<file path="config.mk">
export PLATFORM = sky130hd
export DESIGN_NAME = buffer_b_hs
export DESIGN_NICKNAME = d
export VERILOG_FILES = /design/src/rtl/buffer_b_hs.sv
export SDC_FILE = /design/constraint.sdc
export NUM_CORES = 1
export LEC_CHECK = 0
export CAP_MARGIN = 30
export CORE_ASPECT_RATIO = 0.7
export CORE_MARGIN = 2
export CORE_UTILIZATION = 30
export CTS_CLUSTER_DIAMETER = 50
export CTS_CLUSTER_SIZE = 25
export DETAILED_ROUTE_END_ITERATION = 16
export GPL_TIMING_DRIVEN = 0
export MAX_ROUTING_LAYER = met4
export PLACE_DENSITY = 0.6
export SYNTH_ARGS = -nofsm -noshare
export SYNTH_HDL_FRONTEND = slang
export SYNTH_SLANG_ARGS = --single-unit
</file>
<file path="constraint.sdc">
create_clock -name clk -period 1.45 [get_ports clk]
set_clock_uncertainty 0.05 [all_clocks]
set_input_delay 0.29 -clock clk [delete_from_list [all_inputs] [get_ports clk]]
set_output_delay 0.29 -clock clk [all_outputs]
set_load 0.03 [all_outputs]
</file>
<file path="src/rtl/buffer_b_hs.sv">
// buffer_b_hs: ID/EX pipeline register with valid/ready handshake, a
// 2-entry skid (main + skid register) and synchronous flush.
//
// Ports:
//   clk, rst          rising-edge clock, synchronous active-high reset
//   flush             squash all held entries (next state EMPTY)
//   in_valid/in_ready upstream handshake; in_ready depends on state only
//   inAdder..inJump   DATA_W payload fields (PC+4, RD1, RD2, sign-ext, jump)
//   inInsA/inInsB     REG_W register specifiers
//   inCtrl            CTRL_W control bundle (all-zero = NOP)
//   out_valid/out_ready downstream handshake
//   out*              registered payload; outCtrl forced 0 while out_valid=0
//   occupancy         entries held (0..2)
module buffer_b_hs #(
    parameter int DATA_W = 32,
    parameter int REG_W  = 5,
    parameter int CTRL_W = 8
) (
    input  logic              clk,
    input  logic              rst,
    input  logic              flush,
    input  logic              in_valid,
    output logic              in_ready,
    input  logic [DATA_W-1:0] inAdder,
    input  logic [DATA_W-1:0] inRD1,
    input  logic [DATA_W-1:0] inRD2,
    input  logic [DATA_W-1:0] inSignExt,
    input  logic [DATA_W-1:0] inJump,
    input  logic [REG_W-1:0]  inInsA,
    input  logic [REG_W-1:0]  inInsB,
    input  logic [CTRL_W-1:0] inCtrl,
    output logic              out_valid,
    input  logic              out_ready,
    output logic [DATA_W-1:0] outAdder,
    output logic [DATA_W-1:0] outRD1,
    output logic [DATA_W-1:0] outRD2,
    output logic [DATA_W-1:0] outSignExt,
    output logic [DATA_W-1:0] outJump,
    output logic [REG_W-1:0]  outInsA,
    output logic [REG_W-1:0]  outInsB,
    output logic [CTRL_W-1:0] outCtrl,
    output logic [1:0]        occupancy
);

    localparam int PW = 5*DATA_W + 2*REG_W + CTRL_W;

    typedef enum logic [1:0] {
        EMPTY = 2'd0,
        ONE   = 2'd1,
        TWO   = 2'd2
    } state_t;

    state_t          state, state_nxt;
    logic [PW-1:0]   in_bus, main_q, skid_q;
    logic [CTRL_W-1:0] ctrl_q;
    logic            accept, drain;
    logic            load_main_in, load_main_skid, load_skid;

    // All payload fields travel as one flat word through both registers.
    assign in_bus = {inAdder, inRD1, inRD2, inSignExt, inJump, inInsA, inInsB, inCtrl};

    assign in_ready  = (state != TWO);
    assign out_valid = (state != EMPTY);
    assign occupancy = state;
    assign accept    = in_valid & in_ready;
    assign drain     = out_valid & out_ready;

    always_comb begin
        state_nxt      = state;
        load_main_in   = 1'b0;
        load_main_skid = 1'b0;
        load_skid      = 1'b0;
        // Flush drops any same-cycle accept; a same-cycle drain has already
        // been consumed downstream, so emptying is correct either way.
        if (flush) begin
            state_nxt = EMPTY;
        end else begin
            unique case (state)
                EMPTY: begin
                    if (accept) begin
                        state_nxt    = ONE;
                        load_main_in = 1'b1;
                    end
                end
                ONE: begin
                    if (accept && drain) begin
                        load_main_in = 1'b1;
                    end else if (accept) begin
                        state_nxt = TWO;
                        load_skid = 1'b1;
                    end else if (drain) begin
                        state_nxt = EMPTY;
                    end
                end
                TWO: begin
                    if (drain) begin
                        state_nxt      = ONE;
                        load_main_skid = 1'b1;
                    end
                end
                default: state_nxt = EMPTY;
            endcase
        end
    end

    always_ff @(posedge clk) begin
        if (rst) state <= EMPTY;
        else     state <= state_nxt;
    end

    always_ff @(posedge clk) begin
        if (rst) begin
            main_q <= '0;
            skid_q <= '0;
        end else begin
            if (load_main_in)        main_q <= in_bus;
            else if (load_main_skid) main_q <= skid_q;
            if (load_skid)           skid_q <= in_bus;
        end
    end

    assign {outAdder, outRD1, outRD2, outSignExt, outJump, outInsA, outInsB, ctrl_q} = main_q;
    assign outCtrl = out_valid ? ctrl_q : '0;

endmodule
</file>
# Yosys cells after proc, flatten, opt, wreduce, memory -nomap -nowiden
# Index checks and enable logic that the tools add are counted.
# op_classes
reduce_logical	6
n_bitwise	2
eq_ne	7
n_mux	19
# op_table
cell	count
2-to-1 mux 178 bit	2
2-to-1 mux 2 bit	5
2-to-1 mux 1 bit	9
2-to-1 mux 8 bit	1
inequality test 2 bit, second input constant	4
one-hot mux 2 bit (3 select lines)	1
AND reduction 4 bit	1
nonzero test 2 bit	2
inequality test 3 bit, second input constant	1
bitwise AND 1 bit	2
== test 2 x 1 -> 1 bit, second input constant	1
== test 2 bit, second input constant	1
logical NOT 2 bit	1
one-hot mux 1 bit (2 select lines)	1
OR reduction 2 bit	1
logical AND 1 bit	1
# word_totals
regBits	358
in_bits	183
wordCells	37
out_inout_bits	182

# Logic depth before layout (Yosys ltp)
# Gate-level depths: netlist (run 1).
# depth
ltp_word	7
mapped_depth	7
mapped_depth_nobuf	3

# Worst setup path after synthesis (run 1)
# Ideal clock, no wire load.
# synth_timing
path_type	register to register
start	register state[1], in the netlist occupancy[1]
end	register main_q[50]
t_required_ns	1.253
slack_ns	-0.292
arrival_time_ns	1.546
synth_period_minus_slack_ns	1.742
path_buffers	4
setup_time_ns	0.147
stages_incl_launch_ff	8
cell_sequence	dfxtp_1 -> buf_6 -> or3b_1 -> buf_2 -> buf_6 -> buf_6 -> nor3_2 -> a311oi_2
# synth_between
elab_chain_cells	7
elab_cells_between_ends	17
cone_classes	eq/ne: 3; mux: 8; bitwise: 2; reduce/logical: 4
# synth_rtl
item	line	source
start, declared	53	state_t state, state_nxt;
start signal, assigned	108	else state <= state_nxt;
inequality test 2 bit or nonzero test 2 bit (tied branches)	62, 63	
bitwise AND 1 bit, on equally long branches	65, 66	
logical AND 1 bit	86	if (accept && drain) begin
2-to-1 mux 1 bit	86	
one-hot mux 1 bit (2 select lines)	78	unique case (state)
2-to-1 mux 1 bit	75	if (flush) begin
2-to-1 mux 178 bit or nonzero test 2 bit (tied branches)	-	
end signal, assigned	116	if (load_main_in) main_q <= in_bus;
end signal, assigned	117	else if (load_main_skid) main_q <= skid_q;
end, declared	54	logic [PW-1:0] in_bus, main_q, skid_q;
# Parallel ways exist; a longest one is shown, timed or not.
# A chain may end at the register's enable or synchronous reset.

# Worst setup path after layout (run 1)
# layout_timing
start	register state[1], in the netlist occupancy[1]
end	output outCtrl[2]
# layout_between
elab_chain_cells	2
# layout_rtl
item	line	source
nonzero test 2 bit	63	assign out_valid = (state != EMPTY);
2-to-1 mux 8 bit	123	assign outCtrl = out_valid ? ctrl_q : '0;
end, declared	41	output logic [CTRL_W-1:0] outCtrl,
# Every way passes these cells.

==> metrics.cfg, run 1 <==
[power_and_ir_drop]
p_total_uw=27600
p_clk_share_pct=41.3
combPwrFrac_pct=20.2
p_leak_uw=0.00989
peakVddDrop_mv=0.751
powerDensity_nw_per_um2=983
intPower_uw=19700
swShare_pct=28.8
power_frac_seq_pct=38.4
power.switching_uw=7940

[floorplanning]
row_count=73
coreArea_um2=57100
initial_core_util_pct=30.5
fp.dieArea_um2=60000
ios=365
die_h_um=206
die-width_um=292

[grt]
gr-usage-all-layers_pct=20.9
grt_pass1_wl_um=96100
grt_overflow=0
grt_pass1_vias=16700
grt_max_degree=18
grt_antenna_before_repair=5

[timing]
rsz0062_at_grt=yes
fin_tns_setup_ps=-119540
clock.fmax_mhz=535
worst_slew_pin_slew_ps=990
worst_slack_ps=-419
hold_viol=0
drv_slew=0
maxSlewHeadroom_pct=34.0
layout_min_cycle_time_ps=1870
finalSetupViolations=444
fin_crit_sh_pct=129

[critical_path]
r2r_cells=7
r2r_start=occupancy[1]
path_max_fanout=9
cp-startpoint=occupancy[1]
rrSetupSlack_ps=-380
required_ps=1110
cp-start-kind=register
arrival_ps=1530
r2r-end=main_q[78]
end_kind=primary output
timing_worst_setup_path_type=register to primary output

[routing]
wl_met2_um=32000
vias=17400
dr.pass1.iters=5
drt-initial-drc-count=1476
vias_per_cell=5.32
dr_wl_met3_um=4280
top_layer=met4
drc=0
ant_nets=0
drt-total-wl_um=68600
wl_per_cell_um=21.0
wirelength_met1_um=30800

[finish]
design_area_um2=28100
layout.nets=2662
final_cells=3263
drive_gt1_share_pct=49.1
utilization_pct=49.2
syn2layout_area_growth_pct=61.1
fillers=5143

[clocking]
cts_made_buffers=39
cts_tree=yes
cts-root-buf=clkbuf_16
worstSkewPairLatency_ps=560
clk_pin_slew_ps=50
cts_buffer_depth=3
cts_max_level=2
clock-sinks=358
cts_hold_buf=0

[logic_synthesis]
ys_warn_count=0
netlist-cell-type-count=30
ys_seq_area_share_pct=41.1
synth_top_area_share_pct=41.1
netlist_area_um2=17400
ys_ff_latch=358
syn_avg_cell_area_um2=8.62
synthTopCellsByArea=dfxtp_1 (41%), buf_4 (8.9%), nor3_2 (8.9%), a311oi_1 (8.1%), nand2_1 (7.7%)
synth_common_cells=dfxtp_1 (358), nand2_1 (357), buf_4 (207)
synth_area_leader_cell=dfxtp_1
yosysMostFrequentCell=dfxtp_1
async_reset_ff_share_pct=0
ys.flop_type=dfxtp_1
syn_nets=2204
synthCells=2021
synth_edf_count=0

[min_path]
hp-class=primary input to register
worstHoldStart=out_ready
hold_end=occupancy[1]
hold_depth=2

[placed_design]
place_area_um2=22300
gp_congestion=0.859
dp_hpwl_um=45100
place.port_buffers=363
dp_cells=3135

[run_status]
status=finished with violations
violations=negative setup slack

[flow_run]
max_cap_violations=0

-- cell type report --
class,instances,area (um^2),share of cell area (%)
Clock inverter,27,400,1.43
Clock buffer,44,1050,3.73
Inverter,1,3.75,0.0134
Timing Repair Buffer,453,5390,19.2
Tap cell,750,938,3.34
Buffer,354,3640,13.0
Multi-Input combinational cell,1272,9240,32.9
Antenna cell,4,10.0,0.0357
Sequential cell,358,7390,26.3
-- state kept, by name, indices dropped and copies added (netlist names) --
name,cells
main_q,178
skid_q,178
occupancy,2
-- repair_timing --
action,CTS,global route
pin swaps,5,118
setup buffers,36,8
endpoints found under the setup margin,538,502
gates resized for setup,1653,479
hold endpoints to repair,0,0
cloned,3,42
-- placed cells by master, fill, tap and decap left out, types with 12 or more instances in the layout --
cell and instances:
nand2_1 355, buf_6 344, dfxtp_1 186, clkdlybuf4s50_1 180, nand3_1 178, dfxtp_2 169
a21oi_1 142, a311oi_1 124, o21ai_2 115, nor3_4 94, clkbuf_16 81, nor3_2 78
buf_4 70, a311oi_2 54, clkbuf_1 43, o21ai_1 42, buf_12 38, clkbuf_2 37
a21oi_2 37, buf_8 26, o21ai_4 17, buf_2 12
-- worst max-delay path, cell delays in order (launching register included) --
cell,delay [ps]
dfxtp_4,340
buf_6,120
nor2_4,40
buf_12,140
nor2b_2,170
buf_6,150
-- per-stage QoR --
stage               hold WS (ps)  worst slack [ps]
floorplan                    319              -196
global placement             416              -933
detailed placement           420              -978
CTS                          256              -449
global route                 102              -458
finish                      81.4              -419
-- layer usage --
metal | vias to the layer above | track usage, %
li1 | 8040 | -
met1 | 8557 | 27.6
met2 | 658 | 33.1
met3 | 100 | 3.60
met4 | 0 | 5.65
met5 | - | -
-- worst max-delay path by stage --
stage	endpoint	slack, ps	cells past startpoint
after floorplan	main_q[50]	-200	7
after global placement	skid_q[162]	-930	7
after detailed placement	skid_q[156]	-980	7
after CTS	outCtrl[2]	-450	5
after global routing	outCtrl[7]	-460	5
final	outCtrl[2]	-420	5
-- power groups by stage --
stage / registers, uW / clock network (uW) / logic (uW)
after floorplan: 10600 / 0 / 2570
after global placement: 10700 / 0 / 4340
after detailed placement: 10700 / 0 / 4400
after CTS: 10600 / 11600 / 4800
after global routing: 10600 / 12000 / 5850
final: 10600 / 11400 / 5590
-- logic make-up (layout without fill, tap and decap cells) --
group	count (synthesis)	after routing	share of synthesized area, %
AO/OA/AOI/OAI	537	537	19.9
buffers and inverters	391	879	15.6
flip-flops	358	358	41.1
multiplexers	1	1	0.0575
other	0	4	0
AND/OR/NAND/NOR	734	734	23.2
Note: power is estimated with default switching activity, not from simulation.
==> inputs of run 2 (changes only) <==
--- a/config.mk
+++ b/config.mk
@@ -9,6 +9,7 @@
 export CORE_ASPECT_RATIO = 0.7
 export CORE_MARGIN = 2
 export CORE_UTILIZATION = 30
+export CTS_BUF_LIST = sky130_fd_sc_hd__clkbuf_8
 export CTS_CLUSTER_DIAMETER = 50
 export CTS_CLUSTER_SIZE = 25
 export DETAILED_ROUTE_END_ITERATION = 16
==> run 2 against run 1 <==
Register-to-register slack got worse by 100 ps. Design area decreased by 2.7%. Clock-buffer cell count decreased by 2. The flow still finishes with violations (negative setup slack). Setup slack got worse by 62 ps. Highest routed layer unchanged. Sequential share of layout area increased by 0.73 points. Critical path type is now register to register.
==> metrics.cfg, run 2 (synthesis gave the netlist of run 1 again) <==
[critical_path]
required_ps=1870
cp_cell_sequence=buf_6 -> buf_6 -> or3b_4 -> buf_12 -> buf_16 -> buf_12 -> buf_8 -> o21ai_2 -> a21oi_1
cpMaxStageDelayCell=or3b_4
r2r_start=occupancy[1]
end_kind=register
path_max_fanout=6
r2r_cells=9
arrival_ps=2350
cp-start-kind=register
slowest_delay_ps=400
endpoint=skid_q[78]
cp-startpoint=occupancy[1]
r2r-end=skid_q[78]
timing_worst_setup_path_type=register to register
rrSetupSlack_ps=-480

[timing]
layout_min_cycle_time_ps=1930
maxSlewHeadroom_pct=28.5
rsz0062_at_grt=yes
worst_slack_ps=-482
whs_ps=234
fin_crit_sh_pct=133
worst_slew_pin_slew_ps=1070
clock.fmax_mhz=518
drv_slew=0
finalSetupViolations=512
hold_viol=0

[routing]
drt-total-wl_um=66800
vias=17200
ant_nets=0
drc=0
drt-initial-drc-count=1214
wl_per_cell_um=20.5
vias_per_cell=5.28
dr.pass1.iters=5

[power_and_ir_drop]
swShare_pct=30.4
peakVddDrop_mv=0.594
powerDensity_nw_per_um2=904
p_clk_share_pct=34.6
power_frac_seq_pct=42.9
p_total_uw=24700
power.switching_uw=7510
intPower_uw=17200
p_leak_uw=0.00956
combPwrFrac_pct=22.5

[clocking]
cts_made_buffers=39
cts_max_level=2
cts_buffer_depth=3
clk_pin_slew_ps=100
cts-root-buf=clkbuf_8
cts_tree=yes
clock-sinks=358
worstSkewPairLatency_ps=610

[run_status]
violations=negative setup slack
status=finished with violations

[floorplanning]
die_h_um=206
fp.dieArea_um2=60000
coreArea_um2=57100
row_count=73
ios=365
die-width_um=292
initial_core_util_pct=30.5

[placed_design]
place_ws_ps=-978
place.port_buffers=363
dp_hpwl_um=45100
gp_congestion=0.859
dp_cells=3135

[grt]
gr-usage-all-layers_pct=21.4
grt_pass1_wl_um=98000
grt_pass1_vias=17100
grt_overflow=0
grt_antenna_before_repair=8
grt_max_degree=18

[min_path]
hp-class=primary input to register
worstHoldStart=inInsB[3]

[finish]
final_cells=3263
multiInputGateArea_um2=9160
syn2layout_area_growth_pct=56.8
layout.nets=2658
final_cell_mix=nand2_1 (357), buf_6 (353), dfxtp_1 (186)
layout_commonest_cell=nand2_1
fillers=5233
seq_area_um2=7390
drive_gt1_share_pct=48.4

[flow_run]
max_cap_violations=0

run 2: cell count changes in the layout (fill, tap and decap cells not counted), sizes merged:
cell	previous run	this run
diode	4	8
buf	500	520
dlymetal6s2s	1	0
bufbuf	0	1
clkdlybuf4s50	180	181
dlygate4sd2	1	0
inv	12	14
clkbuf	169	143
run 2: critical path, delay by kind of cell (launching register included):
family | cells | cell delay (ps)
buffers and inverters | 6 | 830
AND/OR/NAND/NOR | 1 | 400
AO/OA/AOI/OAI | 2 | 190
flip-flops | 1 | 350
run 2: timing repair:
| action | 4_1_cts | 5_1_grt |
|---|---|---|
| setup buffers | 48 | 3 |
| endpoints found under the hold margin | 0 | 0 |
| pin swaps | 98 | 59 |
| hold buffers | 0 | 0 |
| resized for setup | 1822 | 278 |
| endpoints found under the setup margin | 538 | 539 |
| cloned | 17 | 18 |
run 2: worst min-delay path by stage:
stage,endpoint,cells past startpoint
after floorplan,occupancy[1],1
after global placement,skid_q[142],2
after detailed placement,skid_q[3],2
after CTS,skid_q[11],3
after global routing,skid_q[11],3
final,skid_q[11],3
run 2: area by class of cell:
type                            count  area share [%]
Sequential cell                   358            27.1
Clock inverter                     29            1.49
Buffer                            355            13.0
Multi-Input combinational cell   1272            33.6
Tap cell                          750            3.44
Timing Repair Buffer              448            19.3
Inverter                            1          0.0137
Clock buffer                       42            2.12
Antenna cell                        8          0.0733
run 2: per-layer routing:
| metal | wire length, um | vias to the layer above | global-route usage [%] |
|---|---|---|---|
| met4 | 1680 | 0 | 6.37 |
| met2 | 31100 | 561 | 33.8 |
| li1 | - | 8023 | - |
| met5 | 0 | - | - |
| met3 | 3980 | 102 | 4.52 |
| met1 | 30100 | 8532 | 27.6 |
run 2: per-stage QoR:
stage | cell area [um^2] | util [%] | TNS [ps]
final | 27300 | 47.8 | -151640
after global routing | 27300 | 47.8 | -175580
after CTS | 25600 | 44.9 | -159380
after detailed placement | 22300 | 39.0 | -307180
after global placement | 22200 | 39.0 | -304360
after floorplan | 17700 | - | -56910
run 2: power by group through the flow:
stage	Combinational, uW	Sequential, uW	Clock, uW
2_1_floorplan	2570	10600	0
3_3_place_gp	4340	10700	0
3_5_place_dp	4400	10700	0
4_1_cts	5060	10600	8680
5_1_grt	5820	10600	9100
6_report	5550	10600	8540
